[config.mk]
export PLATFORM = sky130hd
export DESIGN_NAME = pipe_hazard_ctrl_flat
export DESIGN_NICKNAME = d
export VERILOG_FILES = /design/src/rtl/pipe_ctrl_pkg.sv /design/src/rtl/pipe_hazard_ctrl_if.sv /design/src/rtl/pipe_hazard_ctrl_fwd.sv /design/src/rtl/pipe_hazard_ctrl.sv /design/src/flat_wrapper.sv
export SDC_FILE = /design/constraint.sdc
export NUM_CORES = 1
export LEC_CHECK = 0
export CORE_MARGIN = 2
export CORE_UTILIZATION = 39
export DETAILED_ROUTE_END_ITERATION = 12
export PLACE_DENSITY = 0.77
export SYNTH_ARGS = -nofsm -noshare
export SYNTH_HDL_FRONTEND = slang
export SYNTH_HIERARCHICAL = 1
export SYNTH_SLANG_ARGS = --single-unit
[constraint.sdc]
create_clock -name clk -period 2 [get_ports clk]
set_input_delay 0.4 -clock clk [delete_from_list [all_inputs] [get_ports clk]]
set_output_delay 0.4 -clock clk [all_outputs]
set_load 0.05 [all_outputs]
[src/rtl/pipe_ctrl_pkg.sv]
// Shared types and constants for the pipeline hazard/stall controller.
// Holds the FSM state type, the forwarding select codes and the forwarding rule.
package pipe_ctrl_pkg;

    typedef enum logic {
        ST_RUN      = 1'b0,
        ST_MEM_WAIT = 1'b1
    } state_t;

    localparam logic [1:0] FWD_RF    = 2'b00;
    localparam logic [1:0] FWD_EXMEM = 2'b10;
    localparam logic [1:0] FWD_MEMWB = 2'b01;

    // EX/MEM result is younger than MEM/WB, so it wins when both match.
    function automatic logic [1:0] fwd_sel(
        input logic       mem_we,
        input logic [4:0] mem_rd,
        input logic       wb_we,
        input logic [4:0] wb_rd,
        input logic [4:0] src
    );
        logic [1:0] sel;
        sel = FWD_RF;
        if (mem_we && mem_rd != 5'd0 && mem_rd == src) begin
            sel = FWD_EXMEM;
        end else if (wb_we && wb_rd != 5'd0 && wb_rd == src) begin
            sel = FWD_MEMWB;
        end
        return sel;
    endfunction

endpackage

[src/rtl/pipe_hazard_ctrl_if.sv]
// Stage-field and pipeline-control bundle between the datapath (master)
// and the hazard controller (slave).
interface pipe_hazard_ctrl_if #(
    parameter int CNT_W = 16
);
    logic [4:0]       id_rs;
    logic [4:0]       id_rt;
    logic             id_uses_rt;
    logic [4:0]       ex_rs;
    logic [4:0]       ex_rt;
    logic             ex_memread;
    logic             mem_regwrite;
    logic [4:0]       mem_rd;
    logic             wb_regwrite;
    logic [4:0]       wb_rd;
    logic             mem_req;
    logic             mem_ready;
    logic             branch_taken;
    logic             pc_we;
    logic             ifid_we;
    logic             idex_we;
    logic             exmem_we;
    logic             ifid_flush;
    logic             idex_flush;
    logic             memwb_bubble;
    logic [1:0]       fwd_a;
    logic [1:0]       fwd_b;
    logic [CNT_W-1:0] stall_cnt;
    logic             mem_timeout;

    modport master (
        output id_rs, id_rt, id_uses_rt, ex_rs, ex_rt, ex_memread,
               mem_regwrite, mem_rd, wb_regwrite, wb_rd,
               mem_req, mem_ready, branch_taken,
        input  pc_we, ifid_we, idex_we, exmem_we,
               ifid_flush, idex_flush, memwb_bubble,
               fwd_a, fwd_b, stall_cnt, mem_timeout
    );

    modport slave (
        input  id_rs, id_rt, id_uses_rt, ex_rs, ex_rt, ex_memread,
               mem_regwrite, mem_rd, wb_regwrite, wb_rd,
               mem_req, mem_ready, branch_taken,
        output pc_we, ifid_we, idex_we, exmem_we,
               ifid_flush, idex_flush, memwb_bubble,
               fwd_a, fwd_b, stall_cnt, mem_timeout
    );

endinterface

[src/rtl/pipe_hazard_ctrl_fwd.sv]
// EX operand forwarding selects; purely combinational, one lane per operand.
module fwd_unit
    import pipe_ctrl_pkg::*;
(
    input  logic       i_mem_regwrite,
    input  logic [4:0] i_mem_rd,
    input  logic       i_wb_regwrite,
    input  logic [4:0] i_wb_rd,
    input  logic [4:0] i_ex_rs,
    input  logic [4:0] i_ex_rt,
    output logic [1:0] o_fwd_a,
    output logic [1:0] o_fwd_b
);
    logic [4:0] w_src [2];
    logic [1:0] w_sel [2];

    assign w_src[0] = i_ex_rs;
    assign w_src[1] = i_ex_rt;

    generate
        for (genvar gi = 0; gi < 2; gi++) begin : g_lane
            assign w_sel[gi] = fwd_sel(i_mem_regwrite, i_mem_rd,
                                       i_wb_regwrite, i_wb_rd, w_src[gi]);
        end
    endgenerate

    assign o_fwd_a = w_sel[0];
    assign o_fwd_b = w_sel[1];

endmodule

[src/rtl/pipe_hazard_ctrl.sv]
// Hazard/stall controller for the 5-stage pipeline: memory-wait freeze,
// branch flush, load-use bubble, forwarding, stall counter and memory timeout.
module pipe_hazard_ctrl
    import pipe_ctrl_pkg::*;
#(
    parameter int MAX_WAIT = 16,
    parameter int CNT_W    = 16
) (
    input  logic               clk,
    input  logic               rst,
    pipe_hazard_ctrl_if.slave  bus
);
    localparam int WAIT_W = $clog2(MAX_WAIT + 1);
    localparam logic [WAIT_W-1:0] WAIT_MAX  = WAIT_W'(MAX_WAIT);
    localparam logic [WAIT_W-1:0] WAIT_LAST = WAIT_W'(MAX_WAIT - 1);

    state_t            r_state;
    state_t            w_state_next;
    logic [WAIT_W-1:0] r_wait_cnt;
    logic [CNT_W-1:0]  r_stall_cnt;
    logic              r_timeout;

    logic       w_load_use;
    logic       w_freeze;
    logic       w_pc_we, w_ifid_we, w_idex_we, w_exmem_we;
    logic       w_ifid_flush, w_idex_flush, w_memwb_bubble;
    logic [1:0] w_fwd_a, w_fwd_b;

    assign w_load_use = bus.ex_memread && (bus.ex_rt != 5'd0) &&
                        ((bus.ex_rt == bus.id_rs) ||
                         (bus.id_uses_rt && (bus.ex_rt == bus.id_rt)));

    // Once waiting, only mem_ready releases the freeze, whatever mem_req does.
    assign w_freeze = !bus.mem_ready &&
                      ((r_state == ST_MEM_WAIT) || bus.mem_req);

    always_ff @(posedge clk) begin
        if (rst) begin
            r_state <= ST_RUN;
        end else begin
            r_state <= w_state_next;
        end
    end

    always_comb begin
        w_state_next = ST_RUN;
        if (w_freeze) begin
            w_state_next = ST_MEM_WAIT;
        end
    end

    always_comb begin
        w_pc_we        = 1'b1;
        w_ifid_we      = 1'b1;
        w_idex_we      = 1'b1;
        w_exmem_we     = 1'b1;
        w_ifid_flush   = 1'b0;
        w_idex_flush   = 1'b0;
        w_memwb_bubble = 1'b0;
        if (rst) begin
            w_pc_we        = 1'b0;
            w_ifid_we      = 1'b0;
            w_idex_we      = 1'b0;
            w_exmem_we     = 1'b0;
            w_ifid_flush   = 1'b1;
            w_idex_flush   = 1'b1;
            w_memwb_bubble = 1'b1;
        end else if (w_freeze) begin
            w_pc_we        = 1'b0;
            w_ifid_we      = 1'b0;
            w_idex_we      = 1'b0;
            w_exmem_we     = 1'b0;
            w_memwb_bubble = 1'b1;
        end else if (bus.branch_taken) begin
            w_ifid_flush   = 1'b1;
            w_idex_flush   = 1'b1;
        end else if (w_load_use) begin
            w_pc_we        = 1'b0;
            w_ifid_we      = 1'b0;
            w_idex_flush   = 1'b1;
        end
    end

    always_ff @(posedge clk) begin
        if (rst) begin
            r_stall_cnt <= '0;
            r_wait_cnt  <= '0;
            r_timeout   <= 1'b0;
        end else begin
            if (!w_pc_we && (r_stall_cnt != {CNT_W{1'b1}})) begin
                r_stall_cnt <= r_stall_cnt + 1'b1;
            end
            // Counts MEM_WAIT cycles without ready; held at zero while running.
            if (r_state == ST_RUN) begin
                r_wait_cnt <= '0;
            end else if (!bus.mem_ready) begin
                if (r_wait_cnt != WAIT_MAX) begin
                    r_wait_cnt <= r_wait_cnt + 1'b1;
                end
                if (r_wait_cnt >= WAIT_LAST) begin
                    r_timeout <= 1'b1;
                end
            end
        end
    end

    fwd_unit u_fwd (
        .i_mem_regwrite (bus.mem_regwrite),
        .i_mem_rd       (bus.mem_rd),
        .i_wb_regwrite  (bus.wb_regwrite),
        .i_wb_rd        (bus.wb_rd),
        .i_ex_rs        (bus.ex_rs),
        .i_ex_rt        (bus.ex_rt),
        .o_fwd_a        (w_fwd_a),
        .o_fwd_b        (w_fwd_b)
    );

    assign bus.pc_we        = w_pc_we;
    assign bus.ifid_we      = w_ifid_we;
    assign bus.idex_we      = w_idex_we;
    assign bus.exmem_we     = w_exmem_we;
    assign bus.ifid_flush   = w_ifid_flush;
    assign bus.idex_flush   = w_idex_flush;
    assign bus.memwb_bubble = w_memwb_bubble;
    assign bus.fwd_a        = rst ? FWD_RF : w_fwd_a;
    assign bus.fwd_b        = rst ? FWD_RF : w_fwd_b;
    assign bus.stall_cnt    = r_stall_cnt;
    assign bus.mem_timeout  = r_timeout;

endmodule

[src/flat_wrapper.sv]
// flat-port wrapper written by rule: the top's interface ports become plain ports
module pipe_hazard_ctrl_flat import pipe_ctrl_pkg::*;
#(
    parameter int MAX_WAIT = 16,
    parameter int CNT_W    = 16
)
  (clk, rst, bus_id_rs, bus_id_rt, bus_id_uses_rt, bus_ex_rs, bus_ex_rt, bus_ex_memread, bus_mem_regwrite, bus_mem_rd, bus_wb_regwrite, bus_wb_rd, bus_mem_req, bus_mem_ready, bus_branch_taken, bus_pc_we, bus_ifid_we, bus_idex_we, bus_exmem_we, bus_ifid_flush, bus_idex_flush, bus_memwb_bubble, bus_fwd_a, bus_fwd_b, bus_stall_cnt, bus_mem_timeout);
  pipe_hazard_ctrl_if #(.CNT_W(CNT_W)) bus_i ();
  input  logic clk;
  input  logic rst;
  input wire logic [$bits(bus_i.id_rs)-1:0] bus_id_rs;
  input wire logic [$bits(bus_i.id_rt)-1:0] bus_id_rt;
  input wire logic [$bits(bus_i.id_uses_rt)-1:0] bus_id_uses_rt;
  input wire logic [$bits(bus_i.ex_rs)-1:0] bus_ex_rs;
  input wire logic [$bits(bus_i.ex_rt)-1:0] bus_ex_rt;
  input wire logic [$bits(bus_i.ex_memread)-1:0] bus_ex_memread;
  input wire logic [$bits(bus_i.mem_regwrite)-1:0] bus_mem_regwrite;
  input wire logic [$bits(bus_i.mem_rd)-1:0] bus_mem_rd;
  input wire logic [$bits(bus_i.wb_regwrite)-1:0] bus_wb_regwrite;
  input wire logic [$bits(bus_i.wb_rd)-1:0] bus_wb_rd;
  input wire logic [$bits(bus_i.mem_req)-1:0] bus_mem_req;
  input wire logic [$bits(bus_i.mem_ready)-1:0] bus_mem_ready;
  input wire logic [$bits(bus_i.branch_taken)-1:0] bus_branch_taken;
  output wire logic [$bits(bus_i.pc_we)-1:0] bus_pc_we;
  output wire logic [$bits(bus_i.ifid_we)-1:0] bus_ifid_we;
  output wire logic [$bits(bus_i.idex_we)-1:0] bus_idex_we;
  output wire logic [$bits(bus_i.exmem_we)-1:0] bus_exmem_we;
  output wire logic [$bits(bus_i.ifid_flush)-1:0] bus_ifid_flush;
  output wire logic [$bits(bus_i.idex_flush)-1:0] bus_idex_flush;
  output wire logic [$bits(bus_i.memwb_bubble)-1:0] bus_memwb_bubble;
  output wire logic [$bits(bus_i.fwd_a)-1:0] bus_fwd_a;
  output wire logic [$bits(bus_i.fwd_b)-1:0] bus_fwd_b;
  output wire logic [$bits(bus_i.stall_cnt)-1:0] bus_stall_cnt;
  output wire logic [$bits(bus_i.mem_timeout)-1:0] bus_mem_timeout;
  assign bus_i.id_rs = bus_id_rs;
  assign bus_i.id_rt = bus_id_rt;
  assign bus_i.id_uses_rt = bus_id_uses_rt;
  assign bus_i.ex_rs = bus_ex_rs;
  assign bus_i.ex_rt = bus_ex_rt;
  assign bus_i.ex_memread = bus_ex_memread;
  assign bus_i.mem_regwrite = bus_mem_regwrite;
  assign bus_i.mem_rd = bus_mem_rd;
  assign bus_i.wb_regwrite = bus_wb_regwrite;
  assign bus_i.wb_rd = bus_wb_rd;
  assign bus_i.mem_req = bus_mem_req;
  assign bus_i.mem_ready = bus_mem_ready;
  assign bus_i.branch_taken = bus_branch_taken;
  assign bus_pc_we = bus_i.pc_we;
  assign bus_ifid_we = bus_i.ifid_we;
  assign bus_idex_we = bus_i.idex_we;
  assign bus_exmem_we = bus_i.exmem_we;
  assign bus_ifid_flush = bus_i.ifid_flush;
  assign bus_idex_flush = bus_i.idex_flush;
  assign bus_memwb_bubble = bus_i.memwb_bubble;
  assign bus_fwd_a = bus_i.fwd_a;
  assign bus_fwd_b = bus_i.fwd_b;
  assign bus_stall_cnt = bus_i.stall_cnt;
  assign bus_mem_timeout = bus_i.mem_timeout;
  pipe_hazard_ctrl #(.MAX_WAIT(MAX_WAIT), .CNT_W(CNT_W)) u_core (.clk(clk), .rst(rst), .bus(bus_i));
endmodule
---- Yosys cells after proc, flatten, opt, wreduce, memory -nomap -nowiden ----
Cells that the tools add are included.
storage, ports and cells
  output and inout port bits .............. 28
  bits of input ports ..................... 39
  word-level logic and storage cells ...... 59
  register bits ........................... 23
cells by class
  muxes and demuxes ....................... 21
  order comparisons ....................... 1
  reduce and logical (&&, ||, !) cells .... 21
  equal/unequal tests ..................... 8
  $add $sub $neg .......................... 2
  bitwise gates (word level) .............. 2
operators by type and width
  kind                   count
  $eq 5x5->1             6
  $mux 1                 17
  $add 16x1->16 const B  1
  $ne 16x16->1 const B   1
  $reduce_bool 5->1      3
  $logic_and 1x1->1      11
  $mux 2                 4
  $add 5x1->5 const B    1
  $ge 5x4->1 const B     1
  $ne 5x5->1 const B     1
  $reduce_and 3->1       1
  $logic_not 1->1        2
  $logic_or 1x1->1       2
  $not 1->1              2
  $reduce_and 2->1       1
  $reduce_or 2->1        1

---- Logic depth before layout (Yosys ltp) ----
Gate-level depths: netlist (run 1).
  word-level depth ........................ 10
  depth in mapped cells ................... 9
  depth with buffers taken out ............ 7

---- Hierarchy ----
Netlist (run 1), hierarchy kept.
modules (own cells, without submodules)
  module            seq. area each (um^2)  cells each  area an instance (um^2)  times used
  pipe_hazard_ctrl  460.4                  160         1371.3                   1
  fwd_unit          0.0                    34          257.7                    1

---- Worst setup path after synthesis (run 1) ----
No wires, ideal clock.
  path kind ............................... in2out
  start point ............................. input port bus_mem_rd[1]
  end point ............................... output port bus_fwd_a[0]
  data arrival time ....................... 2108 ps
  stages on the path ...................... 5
  data required time ...................... 1600 ps
  setup slack ............................. -508 ps
  cells stage by stage .................... or4_1 o21ai_2 nor4_1 nor4_1 nor2b_1
on the way
  word-level cells in the longest chain between the ends .. 5
ends and longest elaborated chain
  what                   line                     text
  start: declaration     flat_wrapper.sv:18       input wire logic [$bits(bus_i.mem_rd)-1:0] bus_mem_rd;
  $reduce_bool 5->1      pipe_ctrl_pkg.sv:24      if (mem_we && mem_rd != 5'd0 && mem_rd == src) begin
  $logic_and 1x1->1      pipe_ctrl_pkg.sv:24
  $logic_and 1x1->1 (*)  pipe_ctrl_pkg.sv:24
  $mux 2 (*)             pipe_ctrl_pkg.sv:24
  net u_core.w_fwd_a[0]  pipe_hazard_ctrl.sv:27   logic [1:0] w_fwd_a, w_fwd_b;
  $mux 2 (*)             pipe_hazard_ctrl.sv:125  assign bus.fwd_a = rst ? FWD_RF : w_fwd_a;
  end: declaration       flat_wrapper.sv:31       output wire logic [$bits(bus_i.fwd_a)-1:0] bus_fwd_a;
Mark *: on every way through the listed nets, which the timed path passes. The rest lies on a longest branch.

---- Final worst setup path (run 1) ----
  start point ............................. input port bus_mem_rd[4]
  end point ............................... output port bus_fwd_b[0]
on the way
  word-level cells in the longest chain between the ends .. 5
ends and longest elaborated chain
  what                   line                     text
  $reduce_bool 5->1      pipe_ctrl_pkg.sv:24
  $logic_and 1x1->1      pipe_ctrl_pkg.sv:24
  $logic_and 1x1->1 (*)  pipe_ctrl_pkg.sv:24
  $mux 2 (*)             pipe_ctrl_pkg.sv:24
  net u_core.w_fwd_b[0]  pipe_hazard_ctrl.sv:27
  $mux 2 (*)             pipe_hazard_ctrl.sv:126  assign bus.fwd_b = rst ? FWD_RF : w_fwd_b;
  end: declaration       flat_wrapper.sv:32       output wire logic [$bits(bus_i.fwd_b)-1:0] bus_fwd_b;
Marks and branches as above.

==> results of run 1 <==
[area by class of cell]
cell class / instances / area [um^2]
Clock inverter: 1 / 5.005
Clock buffer: 3 / 41.29
Sequential cell: 23 / 470.5
Inverter: 6 / 26.28
Fill cell: 300 / 1174
Multi-Input combinational cell: 158 / 1247
Tap cell: 50 / 62.56
Timing Repair Buffer: 93 / 973.4
[metrics by stage]
stage	instances	util, %
after floorplan	194	-
after global routing	334	70.66
after CTS	334	68.69
after global placement	327	65.75
after detailed placement	327	65.75
final	334	70.66
[registers in the layout (all words and copies together) (netlist names)]
signal,count
u_core/r_state,1
u_core/bus.mem_timeout,1
u_core/bus.stall_cnt,16
u_core/r_wait_cnt,5
[Yosys cell counts (3+ instances only)]
master,count
nor3_2,6
xnor2_1,41
nor2b_1,4
nor4_2,4
nand2_1,15
nand3_1,8
or4_1,3
and3_1,3
ha_1,4
inv_1,5
nand4_1,6
dfxtp_1,23
nand2b_1,3
xor2_1,6
nor2_1,31
a21oi_1,4
nor4_1,5
[cell families after synthesis]
family | Yosys count | synth area share, %
AND/OR/NAND/NOR | 93 | 32.72
XOR/XNOR | 47 | 25.27
flip-flops | 23 | 28.26
AO/OA/AOI/OAI | 14 | 6.221
buffers and inverters | 13 | 4.454
adder cells (fa/ha/maj) | 4 | 3.072
[layer usage]
layer | track usage [%] | share of wire, % | up-vias
met5 | 0 | 0 | -
li1 | - | - | 837
met4 | 3.750 | 1.1 | 0
met3 | 3.734 | 4.0 | 6
met2 | 36.18 | 51 | 41
met1 | 23.52 | 44 | 765
[final timing paths]
path,startpoint,to,slack (ns),cells past startpoint
setup / recovery,bus_mem_rd[4],bus_fwd_b[0],-0.30,7
hold / removal,bus_mem_ready,u_core/r_wait_cnt[4],0.41,2
setup reg to reg,u_core/bus.stall_cnt[8],u_core/bus.stall_cnt[7],0.09,8
hold reg to reg,u_core/bus.mem_timeout,u_core/bus.mem_timeout,0.49,2
[power by group]
part           total [W]  internal [W]  switching (W)  leakage, nW
Clock           0.000295      0.000139       0.000155       0.0255
Combinational   0.000423      0.000221       0.000201        0.865
Sequential      0.000476      0.000466     0.00000929        0.190
Total            0.00119      0.000827       0.000366         1.08
[worst register-to-register path, delay by kind of cell (launching register included)]
kind	cells	cell delay [ns]
buf+inv	1	0.19
simple gates	6	1.08
flops	1	0.36
xor+xnor	1	0.18
[repair_timing]
item,4_1_cts,5_1_grt
pin swaps,27,14
resized for setup,70,17
setup endpoints to repair,25,16
buffers inserted,4,0
==> run metrics, run 1 <==
status=complete, but fails checks; failing checks=setup timing; cts bufs inserted=3; # rows=23; Static Leak=1.080 nW; Sink Count=23; Hold-fix buffers, CTS=0; CP Class=input port to primary output; antenna viol nets, final=0; clk_lat worst skew=0.27 ns; post-layout min period=2.304 ns; Max clock buf depth=2; DRT Pass-1 Iters=4; Tot Pwr=0.001193 W; Synth Warn #=6; Area Growth Syn to Fin=73.50%; Port Buffers=66; Post-synth EDFFs=0; sequential-to-total area share from yosys stat=28.26%; final setup TNS=-0.8686 ns; hold_ws=0.4099 ns; post-synthesis cell area=1629 um^2; Overflow after GRT=0; synthesis-stage register bit count=23; most frequent cells in the layout=xnor2_1, clkdlybuf4s50_1, nor2_1; Power per Cell Area=422.0 nW/um^2; slowest CP cell=or4_4; endpoints failing hold=0; Mapped Nets=237; CTS tree=done; Final setup viols=6; initial core utilization=40.73%; Core ar.=4000 um^2; Crit path max-delay family=simple AND/OR/NAND/NOR gates; max incr delay on CP=0.53 ns; Post-Route WL=4.486 mm; CP required=1.60 ns; largest net degree at the start of global routing=19; vias=1649; GRT Util Overall=19.63%; ys flop type=dfxtp_1; post-route clock skew=0.005025 ns; antenna cells=0; initial antenna violation count=0; Initial DRC Count=69; f_max=434.1 MHz; Final WS setup=-0.3037 ns; Worst-path clk slew=0.09 ns; share of cells above drive strength 1=36.27%; # H-tree levels=1; crit path cell chain=buf_6 -> or4_4 -> o21ai_4 -> nor4_2 -> nor4_1 -> nor2b_4 -> buf_12; Max-Cap Viols=0; fin crit share=115.2%; Synth top area share=28.26%; Total Die Area=4710 um^2; area leader, netlist=dfxtp_1; crit path launch type=input port; worst-margin pin slew=0.5068 ns; area of placed instances=2630 um^2; Routed WL per cell=13.43 um; first-pass GRT wire length=7.072 mm; dpl ws=-0.6744 ns; final instance area=2826 um^2; GPL Wtd Cong=0.8247; Root Driver=clkbuf_8; Crit. End Element=primary output; worst path bufs/invs=2; DR vias/cell=4.937; most common cell after layout, fill and taps aside=xnor2_1; pins over their slew limit=0; Chip Width=68.63 um; slew margin rel.=66.11%; post-synth cell types=35; dpl hpwl=3.424 mm; layout net count=328; CP Max Fanout=2; syn avg cell area=8.397 um^2; cells after synthesis=194; Worst Hold Class=input port to flop; Max VDD drop=0.2501 mV; Worst Path Arrival=1.90 ns; Chip Height=68.63 um; I/O pin count=67; Async SR Flop Fraction=0%; vias in the first global route=1633; RSZ-0062 raised after global routing=true; Synth area leaders=dfxtp_1, xnor2_1, nor2_1; DRC violations left=0
No activity file was read; power rests on OpenSTA's default activity.
==> run 2, diff against run 1 <==
- CORE_MARGIN: 2 -> 3
- HOLD_SLACK_MARGIN: unset -> 0.15
- TNS_END_PERCENT: unset -> 5
==> run metrics, run 2 (same netlist as run 1, synthesis figures left out) <==
share of cells above drive strength 1=30.50%; Final WS setup=-0.3109 ns; GRT Util Overall=18.25%; DRT Pass-1 Iters=4; CP Max Fanout=2; CP Class=input port to primary output; failing checks=setup timing; crit path launch type=input port; endpoints failing hold=0; I/O pin count=67; Tot Pwr=0.001178 W; # rows=22; Static Leak=0.9884 nW; Crit. End Element=primary output; Max-Cap Viols=0; dpl hpwl=3.544 mm; hold_ws=0.4699 ns; Area Growth Syn to Fin=72.81%; Chip Height=70.63 um; pins over their slew limit=0; antenna cells=0; area of placed instances=2599 um^2; # H-tree levels=1; vias=1642; Largest register FFs=16; Core ar.=3854 um^2; Fillers=280; fin crit share=115.5%; cts bufs inserted=3; f_max=432.7 MHz; largest net degree at the start of global routing=18; Power per Cell Area=418.6 nW/um^2; DRC violations left=0; DR vias/cell=4.976; Final setup viols=12; vias in the first global route=1621; CTS tree=done; Max VDD drop=0.2105 mV; post-layout min period=2.311 ns; post-route clock skew=0.004594 ns; most common cell after layout, fill and taps aside=xnor2_1; Post-Route WL=4.587 mm; Total Die Area=4989 um^2; status=complete, but fails checks; clk_lat worst skew=0.27 ns; final instance area=2815 um^2; Max clock buf depth=2; layout net count=326; Routed WL per cell=13.90 um; GPL Wtd Cong=0.8834; slew margin rel.=66.29%; final core utilization=73.05%; Worst Path Arrival=1.91 ns; initial antenna violation count=0; Sink Count=23; Port Buffers=66; most frequent cells in the layout=xnor2_1, clkdlybuf4s50_1, nor2_1; antenna viol nets, final=0; first-pass GRT wire length=7.327 mm; multi-input logic area=1261 um^2; Worst Hold Class=flop to flop; Overflow after GRT=0; Root Driver=clkbuf_8; Initial DRC Count=52; Worst-path clk slew=0.08 ns; FF+latch area=462.9 um^2; initial core utilization=42.27%; worst-margin pin slew=0.5041 ns; RSZ-0062 raised after global routing=true; CP required=1.60 ns; Chip Width=70.63 um
==> run 2: cell count changes in the layout (fill, tap and decap cells not counted), moves of 4 or more <==
cell / before / now
dfxtp_1: 15 / 21
clkdlybuf4s50_1: 30 / 40
buf_6: 9 / 5
xnor2_1: 33 / 41
dfxtp_2: 8 / 2
xnor2_2: 8 / 0
==> run 2: timing repair <==
action | in CTS | in global routing
gates resized for setup | 47 | 11
hold buffers | 0 | 0
setup buffers | 2 | 0
setup endpoints to repair | 25 | 24
pin swaps | 18 | 11
==> run 2: metal layers <==
metal  global-route usage (%)  vias to the layer above  wire (um)
li1                         -                      831          -
met5                        0                        -          0
met2                    33.47                       49       2365
met3                    3.693                       11        222
met4                    6.472                        0         91
met1                    20.88                      751       1906
==> run 2: worst paths after layout <==
kind / from / to / slack, ns / cells after the start
worst max-delay path: bus_mem_rd[4] / bus_fwd_a[0] / -0.31 / 7
worst min register to register: u_core/bus.mem_timeout / u_core/bus.mem_timeout / 0.47 / 2
worst min-delay path: u_core/bus.mem_timeout / u_core/bus.mem_timeout / 0.47 / 2
worst max register to register: u_core/bus.stall_cnt[10] / u_core/bus.stall_cnt[12] / 0.09 / 8
==> run 2: stage by stage <==
| step | TNS, ns | cells | worst slack, ns |
|---|---|---|---|
| final | -1.748 | 330 | -0.3109 |
| after global routing | -2.902 | 330 | -0.3771 |
| after CTS | -1.726 | 330 | -0.2945 |
| after detailed placement | -9.451 | 324 | -0.6505 |
| after global placement | -8.794 | 324 | -0.6184 |
| after floorplan | -1.763 | 194 | -0.1498 |
==> run 2: area by class of cell <==
cell class / instances / area share [%]
clock inverter: 1 / 0.1778
sequential: 23 / 16.44
inverter: 6 / 0.9333
clock buffer: 3 / 1.467
tap: 48 / 2.133
timing repair buffer: 91 / 34.04
multi-input combinational: 158 / 44.80
==> run 2: worst max-delay path, stage by stage <==
cell and delay [ns]:
buf_6 0.09, or4_4 0.53, o21ai_4 0.20, nor4_4 0.08
nor4_2 0.27, nor2b_4 0.20, buf_12 0.14
==> run 2: power breakdown <==
part | total, W | internal (W) | leakage [nW] | switching [W]
sequential | 0.000474 | 0.000465 | 0.187 | 0.00000898
clock | 0.000285 | 0.000139 | 0.0255 | 0.000146
combinational | 0.000419 | 0.000217 | 0.776 | 0.000202
total | 0.00118 | 0.000821 | 0.988 | 0.000357
==> run 3, diff against run 2 <==
- MAX_ROUTING_LAYER: unset -> met4
==> run metrics, run 3 (same netlist as run 1, synthesis figures left out) <==
status=complete, but fails checks; failing checks=setup timing; reg-to-reg setup timing slack=0.10 ns; Crit. End Element=primary output; worst path bufs/invs=2; post-layout min period=2.310 ns; Core ar.=3854 um^2; Initial DRC Count=47; Crit Reg-Reg Startpoint=u_core/bus.stall_cnt[10]; Largest register FFs=16; FF-to-FF End=u_core/bus.stall_cnt[12]; first-pass GRT wire length=7.327 mm; Crit path max-delay family=simple AND/OR/NAND/NOR gates; worst-margin pin slew=0.5047 ns; CP Class=input port to primary output; f_max=432.9 MHz; Clk pwr share=24.2%; layout net count=326; Flop pwr share=40.3%; Overflow after GRT=0; Max clock buf depth=2; Routed WL per cell=13.86 um; Worst Path Arrival=1.91 ns; FF-to-FF path depth=8; fin crit share=115.5%; Crit path depth=7; Worst Hold Class=flop to flop; Area Growth Syn to Fin=72.81%; final instance area=2815 um^2; Worst setup endpoint=bus_fwd_a[0]; Worst-path clk slew=0.08 ns; Final WS setup=-0.3098 ns; cts bufs inserted=3; GPL Wtd Cong=0.8981; largest net degree at the start of global routing=18; Int Power=0.0008213 W; area of placed instances=2599 um^2; Max VDD drop=0.2106 mV; vias in the first global route=1624; share of cells above drive strength 1=30.50%; antenna cells=0; DRC violations left=0; Tot Pwr=0.001178 W; Root Driver=clkbuf_8; max incr delay on CP=0.53 ns; CP startpoint=bus_mem_rd[4]; post-route clock skew=0.004708 ns; crit path cell chain=buf_6 -> or4_4 -> o21ai_4 -> nor4_4 -> nor4_2 -> nor2b_4 -> buf_12; Gate power share=35.6%; Chip Width=70.63 um; vias=1643; # H-tree levels=1; Static Leak=0.9884 nW; sw power=0.0003565 W; dpl hpwl=3.544 mm; most common cell after layout, fill and taps aside=xnor2_1; final setup TNS=-1.745 ns; pins over their slew limit=0; hold_sp=u_core/bus.mem_timeout; endpoints failing hold=0; fin cells=330; cell count after placement=324; CP Max Fanout=2; Net Sw Frac=30.27%; Total Die Area=4989 um^2; RSZ-0062 raised after global routing=true; CP required=1.60 ns; Port Buffers=66; antenna viol nets, final=0; Hold-fix buffers, CTS=0; I/O pin count=67; hold_ws=0.4700 ns; crit path launch type=input port; slowest CP cell=or4_4; most frequent cells in the layout=xnor2_1, clkdlybuf4s50_1, nor2_1; Max-Cap Viols=0; initial antenna violation count=0; initial core utilization=42.27%; Final setup viols=12; Power per Cell Area=418.4 nW/um^2; Chip Height=70.63 um; Sink Count=23; CTS tree=done; DRT Pass-1 Iters=4; # rows=22; clk_lat worst skew=0.27 ns; GRT Util Overall=18.80%; DR vias/cell=4.979; Post-Route WL=4.573 mm; slew margin rel.=66.25%
## run 3: cell counts in the layout (fill, tap and decap cells not counted)
No cell type changed its count.
## run 3: worst min-delay path by stage
stage | slack (ns) | depth (start not counted) | endpoint
final | 0.47 | 2 | u_core/bus.mem_timeout
after global routing | 0.51 | 2 | u_core/bus.mem_timeout
after CTS | 0.47 | 2 | u_core/bus.mem_timeout
after detailed placement | 0.45 | 2 | u_core/bus.mem_timeout
after global placement | 0.45 | 2 | u_core/bus.mem_timeout
after floorplan | 0.49 | 2 | u_core/r_wait_cnt[4]
## run 3: power groups by stage
stage	clock (W)	sequential, W	combinational [W]
6_report	0.000285	0.000474	0.000419
5_1_grt	0.000313	0.000475	0.000443
4_1_cts	0.000296	0.000474	0.000409
3_5_place_dp	0	0.000485	0.000390
3_3_place_gp	0	0.000484	0.000386
2_1_floorplan	0	0.000504	0.000165
## run 3: area by class of cell
cell class | count | area (um^2)
repair buffers | 91 | 958.4
clock inverters | 1 | 5.005
fillers | 280 | 1039
clock buffers | 3 | 41.29
multi-input cells | 158 | 1261
flip-flops and latches | 23 | 462.9
well taps | 48 | 60.06
inverters | 6 | 26.28
## run 3: worst reg2reg max path: stages, from the launching register on
cell	delay, ns
dfxtp_1	0.34
and4_4	0.20
and3_4	0.18
and3_1	0.19
and3_1	0.18
buf_4	0.20
nor4_4	0.29
xnor2_1	0.16
nor2_1	0.05
## run 3: per-stage QoR
step	setup slack (ns)	utilization, %
after floorplan	-0.1498	-
after global placement	-0.6184	67.44
after detailed placement	-0.6505	67.44
after CTS	-0.2945	71.43
after global routing	-0.3771	73.05
final	-0.3098	73.05
## run 3: repair_timing
item | 4_1_cts | 5_1_grt
buffers inserted | 2 | 0
endpoints found under the setup margin | 25 | 24
pin swaps | 18 | 11
resized for setup | 47 | 11
gates cloned | 0 | 0
## run 3: per-layer routing
| layer | vias to the layer above | share of wire (%) | track usage, % |
|---|---|---|---|
| met5 | - | 0 | - |
| met4 | 0 | 1.9 | 6.472 |
| met3 | 11 | 5.7 | 3.267 |
| met2 | 59 | 52 | 33.47 |
| met1 | 742 | 40 | 21.14 |
| li1 | 831 | - | - |
